File: src/rtl/threshold_alarm_pkg.sv
// Shared encodings for the threshold alarm block: class codes, FSM states
// and the 2-bit magnitude-compare slice the comparators are tiled from.
package threshold_alarm_pkg;

  localparam logic [1:0] CLS_IN    = 2'b00;
  localparam logic [1:0] CLS_BELOW = 2'b01;
  localparam logic [1:0] CLS_ABOVE = 2'b10;
  localparam logic [1:0] CLS_BAD   = 2'b11;

  typedef enum logic [1:0] {OK, PEND, ALARM} state_e;

  // {a > b, a < b} for one 2-bit slice; 00 means the slice is equal
  function automatic logic [1:0] slice_cmp(input logic [1:0] a, input logic [1:0] b);
    return {a > b, a < b};
  endfunction

endpackage

File: src/rtl/threshold_alarm_classify.sv
// Combinational window classifier: below / in-range / above against [lo, hi],
// each bound checked by a less-than built from 2-bit slices, MSB first.
module range_classify
  import threshold_alarm_pkg::*;
#(
  parameter int WIDTH = 4
) (
  input  logic [WIDTH-1:0] data,
  input  logic [WIDTH-1:0] lo,
  input  logic [WIDTH-1:0] hi,
  output logic [1:0]       cls
);

  localparam int NS = WIDTH / 2;

  // The most significant unequal slice decides; lower slices are ignored.
  function automatic logic wide_lt(input logic [WIDTH-1:0] a, input logic [WIDTH-1:0] b);
    logic [1:0] r;
    logic [1:0] s;
    r = 2'b00;
    for (int i = NS - 1; i >= 0; i--) begin
      s = slice_cmp(a[2*i +: 2], b[2*i +: 2]);
      if (r == 2'b00) r = s;
    end
    return r[0];
  endfunction

  logic below, above;

  always_comb begin
    below = wide_lt(data, lo);
    above = wide_lt(hi, data);
    cls   = CLS_IN;
    if (below)      cls = CLS_BELOW;
    else if (above) cls = CLS_ABOVE;
  end

endmodule

File: src/rtl/threshold_alarm.sv
// Windowed sample classifier with a 1-deep output register behind valid/ready
// and a debounced, sticky-until-recovered alarm with a saturating event count.
module threshold_alarm
  import threshold_alarm_pkg::*;
#(
  parameter int WIDTH    = 4,
  parameter int DEBOUNCE = 3,
  parameter int EVT_W    = 8
) (
  input  logic             clk,
  input  logic             rst,
  input  logic             cfg_we,
  input  logic [WIDTH-1:0] cfg_lo,
  input  logic [WIDTH-1:0] cfg_hi,
  input  logic             in_valid,
  input  logic [WIDTH-1:0] in_data,
  output logic             in_ready,
  output logic             out_valid,
  output logic [1:0]       out_cls,
  input  logic             out_ready,
  output logic             alarm,
  output logic             cfg_err,
  output logic [EVT_W-1:0] evt_cnt
);

  localparam int RUN_W = 4;
  localparam logic [RUN_W-1:0] DB = RUN_W'(DEBOUNCE);

  logic [WIDTH-1:0] lo_q, hi_q;
  logic [1:0]       cls_raw, cls;
  logic             acc, qual, is_out, evt_inc;
  logic [RUN_W-1:0] run_q, run_d, run_inc;
  state_e           state_q, state_d;

  assign in_ready = !out_valid || out_ready;
  assign acc      = in_valid && in_ready;

  range_classify #(.WIDTH(WIDTH)) u_cls (
    .data (in_data),
    .lo   (lo_q),
    .hi   (hi_q),
    .cls  (cls_raw)
  );

  // cfg_err mirrors the stored bounds, so it gates classification directly
  assign cls     = cfg_err ? CLS_BAD : cls_raw;
  assign is_out  = (cls_raw != CLS_IN);
  assign qual    = acc && !cfg_err && !cfg_we;
  assign run_inc = run_q + 1'b1;

  always_ff @(posedge clk or posedge rst) begin
    if (rst) begin
      lo_q    <= '0;
      hi_q    <= '1;
      cfg_err <= 1'b0;
    end else if (cfg_we) begin
      lo_q    <= cfg_lo;
      hi_q    <= cfg_hi;
      cfg_err <= (cfg_lo > cfg_hi);
    end
  end

  always_ff @(posedge clk or posedge rst) begin
    if (rst) begin
      out_valid <= 1'b0;
      out_cls   <= CLS_IN;
    end else if (acc) begin
      out_valid <= 1'b1;
      out_cls   <= cls;
    end else if (out_ready) begin
      out_valid <= 1'b0;
    end
  end

  always_ff @(posedge clk or posedge rst) begin
    if (rst) begin
      state_q <= OK;
      run_q   <= '0;
      alarm   <= 1'b0;
      evt_cnt <= '0;
    end else begin
      state_q <= state_d;
      run_q   <= run_d;
      alarm   <= (state_d == ALARM);
      if (evt_inc && evt_cnt != '1) evt_cnt <= evt_cnt + 1'b1;
    end
  end

  always_comb begin
    state_d = state_q;
    run_d   = run_q;
    evt_inc = 1'b0;
    if (cfg_we) begin
      state_d = OK;
      run_d   = '0;
    end else if (qual) begin
      unique case (state_q)
        OK: if (is_out) begin
          if (DB == 1) begin
            state_d = ALARM;
            evt_inc = 1'b1;
          end else begin
            state_d = PEND;
            run_d   = 1;
          end
        end
        PEND: if (!is_out) begin
          state_d = OK;
          run_d   = '0;
        end else if (run_inc == DB) begin
          state_d = ALARM;
          run_d   = '0;
          evt_inc = 1'b1;
        end else begin
          run_d   = run_inc;
        end
        ALARM: if (is_out) begin
          run_d   = '0;
        end else if (run_inc == DB) begin
          state_d = OK;
          run_d   = '0;
        end else begin
          run_d   = run_inc;
        end
        default: begin
          state_d = OK;
          run_d   = '0;
        end
      endcase
    end
  end

endmodule

File: config.mk
export PLATFORM = sky130hd
export DESIGN_NAME = threshold_alarm
export DESIGN_NICKNAME = d
export VERILOG_FILES = /design/src/rtl/threshold_alarm_pkg.sv /design/src/rtl/threshold_alarm_classify.sv /design/src/rtl/threshold_alarm.sv
export SDC_FILE = /design/constraint.sdc
export NUM_CORES = 1
export LEC_CHECK = 0
export ABC_CLOCK_PERIOD_IN_PS = 2050
export CAP_MARGIN = 5
export CORE_MARGIN = 2
export CORE_UTILIZATION = 47
export CTS_CLUSTER_SIZE = 16
export DETAILED_ROUTE_END_ITERATION = 10
export MAX_ROUTING_LAYER = met4
export PLACE_DENSITY = 0.76
export SLEW_MARGIN = 10
export SYNTH_ARGS = -nofsm -noshare
export SYNTH_HDL_FRONTEND = slang
export SYNTH_SLANG_ARGS = --single-unit
File: constraint.sdc
create_clock -name clk -period 2.05 [get_ports clk]
set_input_delay 0.3075 -clock clk [delete_from_list [all_inputs] [get_ports clk]]
set_output_delay 0.3075 -clock clk [all_outputs]
set_load 0.02 [all_outputs]
==> flow_metrics.py <==
metrics = {
    "timing": {
        "finalClockSkew_ns": 0.004066,
        "worst_slew_pin_slew_ns": 0.4483,
        "worst_slack_ns": 0.07009,
        "clock.fmax_ghz": 0.5051,
        "drv_slew": 0,
        "finalCritPeriodShare_pct": 96.58,
        "hold_slack_ns": 0.3081,
        "slew_headroom_pct": 70.12,
        "hold_violations": 0,
        "setup_viol": 0,
        "post-route-min-period_ns": 1.980,
    },
    "cells_and_area": {
        "drive_above_1_share_pct": 24.77,
        "multiInputGateArea_um2": 982.2,
        "area_growth_pct": 31.82,
        "nNetsFinal": 253,
        "diodes": 0,
        "register_area_um2": 680.7,
        "nFillCells": 264,
    },
    "grt": {
        "antenna_found_initial": 0,
        "grt_pass1_wl_um": 7031,
        "grt_pass1_vias": 1579,
        "grt_util_all_layers_pct": 21.92,
        "grt_overflow": 0,
        "grt_max_degree": 28,
    },
    "route": {
        "drt_iter0_drc": 77,
        "wl_um": 3947,
        "ant_nets": 0,
        "vias_per_cell": 5.586,
        "wl_per_cell_um": 14.73,
        "via_count": 1497,
        "first_pass_iters": 4,
        "post-route-drc-count": 0,
    },
    "clocking": {
        "clock_latency_ns": 0.33,
        "cts_hold_buf": 0,
        "cts_tree": "yes",
        "path_clk_slew_ns": 0.15,
        "cts_sinks": 27,
        "clockRootBuffer": "clkbuf_4",
        "cts_max_path_buffers": 2,
        "cts-htree-levels": 1,
        "cts_buffers": 3,
    },
    "synthesis": {
        "synth-async-reset-ratio_pct": 100.0,
        "netlist_instances": 177,
        "yosysWarnings": 0,
        "postSynthAreaPerCell_um2": 9.642,
        "synth_common_cells": "dfrtp_1, inv_1, nand2_1",
        "synth_top_area_cell": "dfrtp_1",
        "synth_fp_nets": 207,
        "synth.area.top_cells": "dfrtp_1, ha_1, dfstp_2",
        "ys_ff_latch": 27,
        "synth_seq_area_share_pct": 39.88,
        "synth_top_area_share_pct": 33.72,
        "synth_ff_type": "dfrtp_1",
        "synth.cell_area_mm2": 0.001707,
        "synth.most_common_cell": "dfrtp_1",
        "synth.distinct_cells": 49,
        "synth_enable_flop_cells": 0,
    },
    "critical_path": {
        "path_max_fanout": 8,
        "crit_path_end_kind": "flip-flop",
        "arrival_ns": 2.22,
        "critical_path_class": "input port to flip-flop",
        "startpoint_type": "input port",
        "crit_required_ns": 2.29,
    },
    "die": {
        "coreArea_mm2": 0.003416,
        "die-area_mm2": 0.004129,
        "initial_core_util_pct": 49.96,
        "die_w_um": 64.26,
        "fp-row-count": 21,
        "ioPinCount": 31,
        "die_y_um": 64.26,
    },
    "place": {
        "port-buffer-count": 30,
        "dp_slack_ns": -0.2846,
        "dp_hpwl_um": 2986,
        "place.gp.congestion": 0.8841,
    },
    "power": {
        "powerDensity_mw_per_mm2": 551.4,
        "finalPower_mw": 1.240,
        "power.leakage_nw": 1.005,
        "ir_drop_uv": 433.1,
    },
    "outcome": {
        "status": "completed",
    },
    "worst_hold_path": {
        "hp-class": "input port to async pin",
    },
    "flow_run": {
        "maxCapViolations": 0,
    },
}
[repair_timing]
item                       4_1_cts  5_1_grt
gates resized for setup          0       13
setup endpoints to repair        0        7
buffers inserted                 0        3
[layout make-up]
class | count | share of cell area (%)
multi-input cells | 126 | 43.66
flip-flops and latches | 27 | 30.26
repair buffers | 47 | 19.30
inverters | 18 | 3.003
well taps | 46 | 2.558
clock buffers | 3 | 1.001
clock inverters | 1 | 0.2225
[through the flow]
stage / util (%) / instances / instance area [um^2] / setup TNS, ns
after CTS: 63.19 / 264 / 2158 / 0
after floorplan: - / 177 / 1707 / 0
after global routing: 65.86 / 268 / 2250 / -0.003944
after detailed placement: 62.38 / 260 / 2131 / -3.311
final: 65.86 / 268 / 2250 / 0
after global placement: 62.38 / 260 / 2131 / -2.465
[critical path: stages]
cell and delay (ns):
clkdlybuf4s50_1 0.53, ha_4 0.21, a21boi_1 0.13, o32a_4 0.37
buf_4 0.16, a21oi_4 0.13, buf_4 0.15, nand3_1 0.09
xnor2_1 0.13
[kinds of logic (layout without fill, tap and decap cells)]
group,Yosys count,count (layout),share of synthesized area (%)
AO/OA/AOI/OAI,42,42,18.48
XOR/XNOR,7,7,3.592
adder cells (fa/ha/maj),13,13,9.531
buffers and inverters,24,69,5.791
flip-flops,27,27,39.88
multiplexers,8,8,5.425
AND/OR/NAND/NOR,56,56,17.30
[layout by cell type (no fill, tap or decap), types with 4 or more instances in the layout]
cell type / n
inv_1: 16
nor2_1: 8
xnor2_1: 7
dfrtp_1: 23
and3_1: 5
clkdlybuf4s50_1: 28
nand3_1: 8
mux2_2: 6
ha_1: 10
buf_4: 15
a21oi_1: 10
o21ai_0: 10
nand2_1: 13
dfstp_2: 4
[path summary, 6_finish.rpt]
kind / start / to / slack [ns] / depth (start not counted)
min reg2reg: evt_cnt[4] / evt_cnt[4] / 0.51 / 1
min in group clk: evt_cnt[4] / evt_cnt[4] / 0.51 / 1
max in group asynchronous: rst / hi_q[1] / 1.43 / 3
min: rst / evt_cnt[5] / 0.31 / 3
max: in_data[1] / evt_cnt[2] / 0.07 / 9
max reg2reg: run_q[0] / evt_cnt[1] / 0.11 / 7
[routing by layer]
metal	vias to the layer above	part of all wire [%]	global-route usage [%]
met3	7	5.9	3.697
met2	59	49	38.28
li1	715	-	-
met4	0	1.1	4.787
met1	716	44	26.65
met5	-	0	-
[power breakdown]
group / internal (mW) / total (mW) / switching (mW)
clock: 0.0734 / 0.242 / 0.169
combinational: 0.197 / 0.393 / 0.196
sequential: 0.572 / 0.605 / 0.0331
total: 0.842 / 1.24 / 0.398
[flip-flops by register name, indices dropped and copies added, names as in the netlist]
signal	count
alarm	1
cfg_err	1
evt_cnt	8
hi_q	4
lo_q	4
out_cls	2
out_valid	1
run_q	4
state_q	2
No activity file was read; power rests on OpenSTA's default activity.
